<file path="config.mk">
export PLATFORM = sky130hd
export DESIGN_NAME = mux_n_1_arb
export DESIGN_NICKNAME = d
export VERILOG_FILES = /design/src/rtl/mux_arb_pkg.sv /design/src/rtl/rr_arbiter_n.sv /design/src/rtl/mux_n_1_arb.sv
export SDC_FILE = /design/constraint.sdc
export NUM_CORES = 1
export LEC_CHECK = 0
export ABC_AREA = 1
export CORE_MARGIN = 2
export CORE_UTILIZATION = 53
export CTS_CLUSTER_SIZE = 25
export DETAILED_ROUTE_END_ITERATION = 12
export DONT_BUFFER_PORTS = 1
export GPL_TIMING_DRIVEN = 0
export HOLD_SLACK_MARGIN = 0.12
export PLACE_DENSITY = 0.71
export RECOVER_POWER = 50
export SLEW_MARGIN = 20
export SYNTH_ARGS = -nofsm -noshare
export SYNTH_HDL_FRONTEND = slang
export SYNTH_SLANG_ARGS = --single-unit
</file>
<file path="constraint.sdc">
create_clock -name clk -period 1.5 [get_ports clk]
set_input_delay 0.3 -clock clk [delete_from_list [all_inputs] [get_ports clk]]
set_output_delay 0.3 -clock clk [all_outputs]
set_load 0.01 [all_outputs]
</file>
<file path="src/rtl/mux_arb_pkg.sv">
// Shared constants and types for the N:1 arbitrated writeback mux.
// Mode encodings, counter width, default sizes and the output-register state type.
package mux_arb_pkg;

   localparam logic MODE_SEL        = 1'b0;
   localparam logic MODE_RR         = 1'b1;
   localparam int   CNT_WIDTH       = 16;
   localparam int   DEF_DATA_LENGTH = 32;
   localparam int   DEF_NUM_INPUTS  = 4;

   typedef enum logic {
      ST_EMPTY = 1'b0,
      ST_FULL  = 1'b1
   } out_state_t;

endpackage

</file>
<file path="src/rtl/rr_arbiter_n.sv">
// Round-robin arbiter: pointer register plus wrap-around priority search from pointer+1.
// Grant is combinational (0 cycles); the pointer advances only when i_update is asserted.
module rr_arbiter_n #(
   parameter int N     = 4,
   parameter int SEL_W = $clog2(N)
) (
   input  logic             clk,
   input  logic             rst,
   input  logic [N-1:0]     i_req,
   input  logic             i_update,
   output logic             o_grant_vld,
   output logic [SEL_W-1:0] o_grant_idx
);

   logic [SEL_W-1:0] r_ptr;
   logic             w_hi_found;
   logic             w_lo_found;
   logic [SEL_W-1:0] w_hi_idx;
   logic [SEL_W-1:0] w_lo_idx;

   // Lowest requester above the pointer wins; otherwise wrap to the lowest at or below it.
   always_comb begin
      w_hi_found = 1'b0;
      w_lo_found = 1'b0;
      w_hi_idx   = '0;
      w_lo_idx   = '0;
      for (int i = N - 1; i >= 0; i--) begin
         if (i_req[i]) begin
            if (i > int'(r_ptr)) begin
               w_hi_found = 1'b1;
               w_hi_idx   = SEL_W'(i);
            end else begin
               w_lo_found = 1'b1;
               w_lo_idx   = SEL_W'(i);
            end
         end
      end
   end

   assign o_grant_vld = w_hi_found || w_lo_found;
   assign o_grant_idx = w_hi_found ? w_hi_idx : w_lo_idx;

   always_ff @(posedge clk) begin
      if (rst) begin
         r_ptr <= SEL_W'(N - 1);
      end else if (i_update && o_grant_vld) begin
         r_ptr <= o_grant_idx;
      end
   end

endmodule

</file>
<file path="src/rtl/mux_n_1_arb.sv">
// N:1 mux with explicit-select or round-robin grant into a 1-cycle output register; full throughput.
// Backpressure: in_ready only when the register is empty or popping; optional MUX_N_1_ARB_COUNT_EN adds per-channel grant counters.
module mux_n_1_arb
   import mux_arb_pkg::*;
#(
   parameter int DATA_LENGTH = DEF_DATA_LENGTH,
   parameter int NUM_INPUTS  = DEF_NUM_INPUTS,
   parameter int SEL_LENGTH  = $clog2(NUM_INPUTS)
) (
   input  logic                              clk,
   input  logic                              rst,
   input  logic                              mode,
   input  logic [SEL_LENGTH-1:0]             sel,
   input  logic [NUM_INPUTS*DATA_LENGTH-1:0] in_data,
   input  logic [NUM_INPUTS-1:0]             in_valid,
   output logic [NUM_INPUTS-1:0]             in_ready,
   output logic [DATA_LENGTH-1:0]            out_data,
   output logic                              out_valid,
   input  logic                              out_ready,
   output logic [SEL_LENGTH-1:0]             out_src
`ifdef MUX_N_1_ARB_COUNT_EN
   ,
   output logic [NUM_INPUTS*CNT_WIDTH-1:0]   grant_cnt
`endif
);

   out_state_t             r_state;
   out_state_t             w_state_nxt;
   logic [DATA_LENGTH-1:0] r_out_data;
   logic [SEL_LENGTH-1:0]  r_out_src;

   logic [DATA_LENGTH-1:0] w_ch [NUM_INPUTS];
   logic                   w_load_en;
   logic                   w_sel_in_range;
   logic                   w_sel_vld;
   logic                   w_rr_vld;
   logic [SEL_LENGTH-1:0]  w_rr_idx;
   logic                   w_grant_vld;
   logic [SEL_LENGTH-1:0]  w_grant_idx;
   logic                   w_hs;

   for (genvar g = 0; g < NUM_INPUTS; g++) begin : g_unpack
      assign w_ch[g] = in_data[g*DATA_LENGTH +: DATA_LENGTH];
   end

   // Only non-power-of-two channel counts can see an out-of-range sel.
   if ((1 << SEL_LENGTH) > NUM_INPUTS) begin : g_sel_chk
      assign w_sel_in_range = (sel < SEL_LENGTH'(NUM_INPUTS));
   end else begin : g_sel_full
      assign w_sel_in_range = 1'b1;
   end

   assign out_valid = (r_state == ST_FULL);
   assign w_load_en = !rst && (!out_valid || out_ready);
   assign w_sel_vld = w_sel_in_range && in_valid[sel];

   rr_arbiter_n #(
      .N     (NUM_INPUTS),
      .SEL_W (SEL_LENGTH)
   ) u_rr (
      .clk         (clk),
      .rst         (rst),
      .i_req       (in_valid),
      .i_update    (w_load_en && (mode == MODE_RR)),
      .o_grant_vld (w_rr_vld),
      .o_grant_idx (w_rr_idx)
   );

   assign w_grant_vld = (mode == MODE_RR) ? w_rr_vld : w_sel_vld;
   assign w_grant_idx = (mode == MODE_RR) ? w_rr_idx : sel;
   assign w_hs        = w_load_en && w_grant_vld;

   always_comb begin
      in_ready = '0;
      if (w_hs) begin
         in_ready[w_grant_idx] = 1'b1;
      end
   end

   always_ff @(posedge clk) begin
      if (rst) begin
         r_state <= ST_EMPTY;
      end else begin
         r_state <= w_state_nxt;
      end
   end

   always_comb begin
      w_state_nxt = r_state;
      case (r_state)
         ST_EMPTY: if (w_hs)               w_state_nxt = ST_FULL;
         ST_FULL:  if (out_ready && !w_hs) w_state_nxt = ST_EMPTY;
         default:                          w_state_nxt = ST_EMPTY;
      endcase
   end

   always_ff @(posedge clk) begin
      if (rst) begin
         r_out_data <= '0;
         r_out_src  <= '0;
      end else if (w_hs) begin
         r_out_data <= w_ch[w_grant_idx];
         r_out_src  <= w_grant_idx;
      end
   end

   assign out_data = r_out_data;
   assign out_src  = r_out_src;

`ifdef MUX_N_1_ARB_COUNT_EN
   logic [CNT_WIDTH-1:0] r_cnt [NUM_INPUTS];

   always_ff @(posedge clk) begin
      for (int i = 0; i < NUM_INPUTS; i++) begin
         if (rst) begin
            r_cnt[i] <= '0;
         end else if (in_ready[i] && (r_cnt[i] != '1)) begin
            r_cnt[i] <= r_cnt[i] + CNT_WIDTH'(1);
         end
      end
   end

   for (genvar g = 0; g < NUM_INPUTS; g++) begin : g_cnt_out
      assign grant_cnt[g*CNT_WIDTH +: CNT_WIDTH] = r_cnt[g];
   end
`endif

endmodule

</file>
==> out/metrics.yaml <==
status: "complete, but fails checks"
violations: "negative setup slack"
antenna_found_initial: 0
dieHeight_um: 83.2
clk_path_buf_depth: 2
finalHoldWorstSlack_ns: 0.173
cts_hold_buf: 0
worst_slack_ns: -0.465
cap_violations: 0
cp_slowest_cell: "dfxtp_4"
reg2regPathDepth: 16
end_kind: "output port"
yosysWarnings: 0
ys_seq_area_frac: 0.223
vias: 3861
initial_core_util: 0.555
crit_buf_inv: 2
relSlewSlack: 0.638
grt-ovfl-total: 0
start_kind: "register"
synth_fa_ha_area_frac: 0
post-route-min-period_ns: 1.97
critical_path_class: "register to output port"
synth_compound_area_frac: 0.0809
gp_congestion: 0.886
clk_pin_slew_ns: 0.08
ys_seq_elements: 37
cpMostUsedCell: "nand2_4"
timing.rr.start: "u_rr.r_ptr[1]"
synth_simple_gate_area_frac: 0.396
combPwrFrac: 0.488
switchingPower_mw: 1.55
die_area_sq_um: 6920
port_buffers: 0
min_path_type: "input pin to register"
ant_nets: 0
path_depth: 9
cts-htree-levels: 2
pwr-share-seq: 0.327
vdd_drop_max_uv: 456
endpoint: "in_ready[1]"
r2r-end: "out_data[5]"
path_cells: "inv_4 > nand2_4 > nand2_4 > nor2_4 > nand2_4 > nand3_4 > nand2_4 > clkbuf_16 > nor3_4"
r2r_slack_ns: -0.45
crit_required_ns: 1.20
grt_pass1_wl_um: 16900
dp_hpwl_um: 7250
pin_count: 177
layout_common_cells: "inv_1 (200), nand3_1 (137), nand2_1 (83), dfxtp_1 (34), o21ai_1 (28)"
dr.pass1.iters: 5
ys_types: 25
hold_violations: 0
crit_start: "u_rr.r_ptr[1]"
wl_per_cell_um: 15.4
finalSetupViolations: 38
synth_area_sq_um: 3320
synth_top_family_by_area: "simple AND/OR/NAND/NOR gates"
syn_to_final_growth_pct: 33.3
drive_gt1_frac: 0.225
numCtsBuffers: 5
p_leak_nw: 2.76
finClkSkew_ns: 0.00702
clkSinkCount: 37
cts_tree: "done"
worst_pin_slew_ns: 0.543
p_sw_frac: 0.398
muxShareOfSynthArea: 0
finish.instance_area_sq_um: 4430
slew_viol_final: 0
worstHoldPathCells: 2
first_iter_violations: 194
layout_commonest_cell: "inv_1"
num_antenna_cells: 0
powerDensity_nw_per_um2: 877
grt_max_degree: 11
max_stage_delay_ns: 0.42
placed_cell_area_sq_um: 3490
synth-xor-area-share: 0
wl_um: 11200
cp_data_arrival_time_ns: 1.67
crit_family: "simple AND/OR/NAND/NOR gates"
grt_setup_unrepaired: "yes"
final_nets: 786
core_sq_um: 5990
drc_errors: 0
root_buffer: "clkbuf_8"
cp_max_fo: 5
fp.dieW_um: 83.2
grt_pass1_vias: 3580
syn_avg_cell_area_sq_um: 5.41
p_int_mw: 2.34
fmax_mhz: 509
clock_latency_ns: 0.29
synthCells: 615
post_drt_via_cell_ratio: 5.34
std_cell_rows: 28
synth_nets: 753
fin_crit_sh: 1.31
power.share.clock: 0.185
track_usage: 0.295
## cell usage after synthesis (all sizes together)
library cell,number,share of area
inv,203,0.23
nand3,162,0.25
nand2,114,0.13
o21ai,40,0.064
dfxtp,37,0.22
buf,25,0.057
clkbuf,12,0.014
nor2,10,0.011
a21oi,3,0.0045
nor3,2,0.0030
o211ai,2,0.0060
a31oi,1,0.0019
nand4,1,0.0038
o2111ai,1,0.0026
o21a,1,0.0023
or2,1,0.0019
## stage by stage
stage	setup slack [ns]	TNS, ns	cells	power (mW)	util
2_1_floorplan	-0.0324	-0.119	615	2.24	-
3_3_place_gp	-0.340	-10.87	690	2.50	0.582
3_5_place_dp	-0.360	-12.11	690	2.52	0.582
4_1_cts	-0.420	-11.86	714	3.48	0.655
5_1_grt	-0.516	-16.43	723	4.11	0.740
6_report	-0.465	-13.68	723	3.88	0.740
## cell type report
| cell class | count | area [sq um] |
|---|---|---|
| Multi-Input combinational cell | 338 | 1970 |
| Inverter | 203 | 767 |
| Timing Repair Buffer | 27 | 364 |
| Clock buffer | 7 | 86.3 |
| Sequential cell | 37 | 749 |
| Buffer | 36 | 397 |
| Tap cell | 75 | 93.8 |
| Fill cell | 516 | 1560 |
## power by group through the flow
stage | Combinational, mW | Clock (mW) | Sequential (mW)
detailed placement | 1.26 | 0 | 1.27
global route | 2.07 | 0.765 | 1.28
floorplan | 1.01 | 0 | 1.23
CTS | 1.49 | 0.735 | 1.25
global placement | 1.23 | 0 | 1.27
finish | 1.90 | 0.720 | 1.27
## sequential cells by signal, summed over array words and instances, names as in the netlist
register	flops
out_data	32
out_src	2
u_rr.r_ptr	2
out_valid	1
## cell families (layout without fill, tap and decap cells)
| kind of cell | after synthesis | in the layout |
|---|---|---|
| compound gates | 48 | 48 |
| buf+inv | 240 | 273 |
| flops | 37 | 37 |
| simple gates | 290 | 290 |
## how the worst min path moves through the flow
stage	start	endpoint	slack, ns
detailed placement	rst	u_rr.r_ptr[0]	0.49
CTS	rst	u_rr.r_ptr[0]	0.17
global route	rst	u_rr.r_ptr[0]	0.19
global placement	rst	u_rr.r_ptr[0]	0.48
finish	rst	u_rr.r_ptr[0]	0.17
floorplan	rst	u_rr.r_ptr[0]	0.47
## per-layer routing
metal | up-vias | part of all wire | track usage
met4 | 0 | 0.026 | 0.0924
met5 | - | 0 | 0
li1 | 1907 | - | -
met1 | 1724 | 0.39 | 0.350
met3 | 28 | 0.083 | 0.0706
met2 | 202 | 0.50 | 0.521
## repair_timing
item,CTS,global route
pin swaps,18,33
buffers inserted,18,9
resized for setup,50,86
gates cloned,0,6
endpoints found under the setup margin,39,40
No activity file was read; power rests on OpenSTA's default activity.
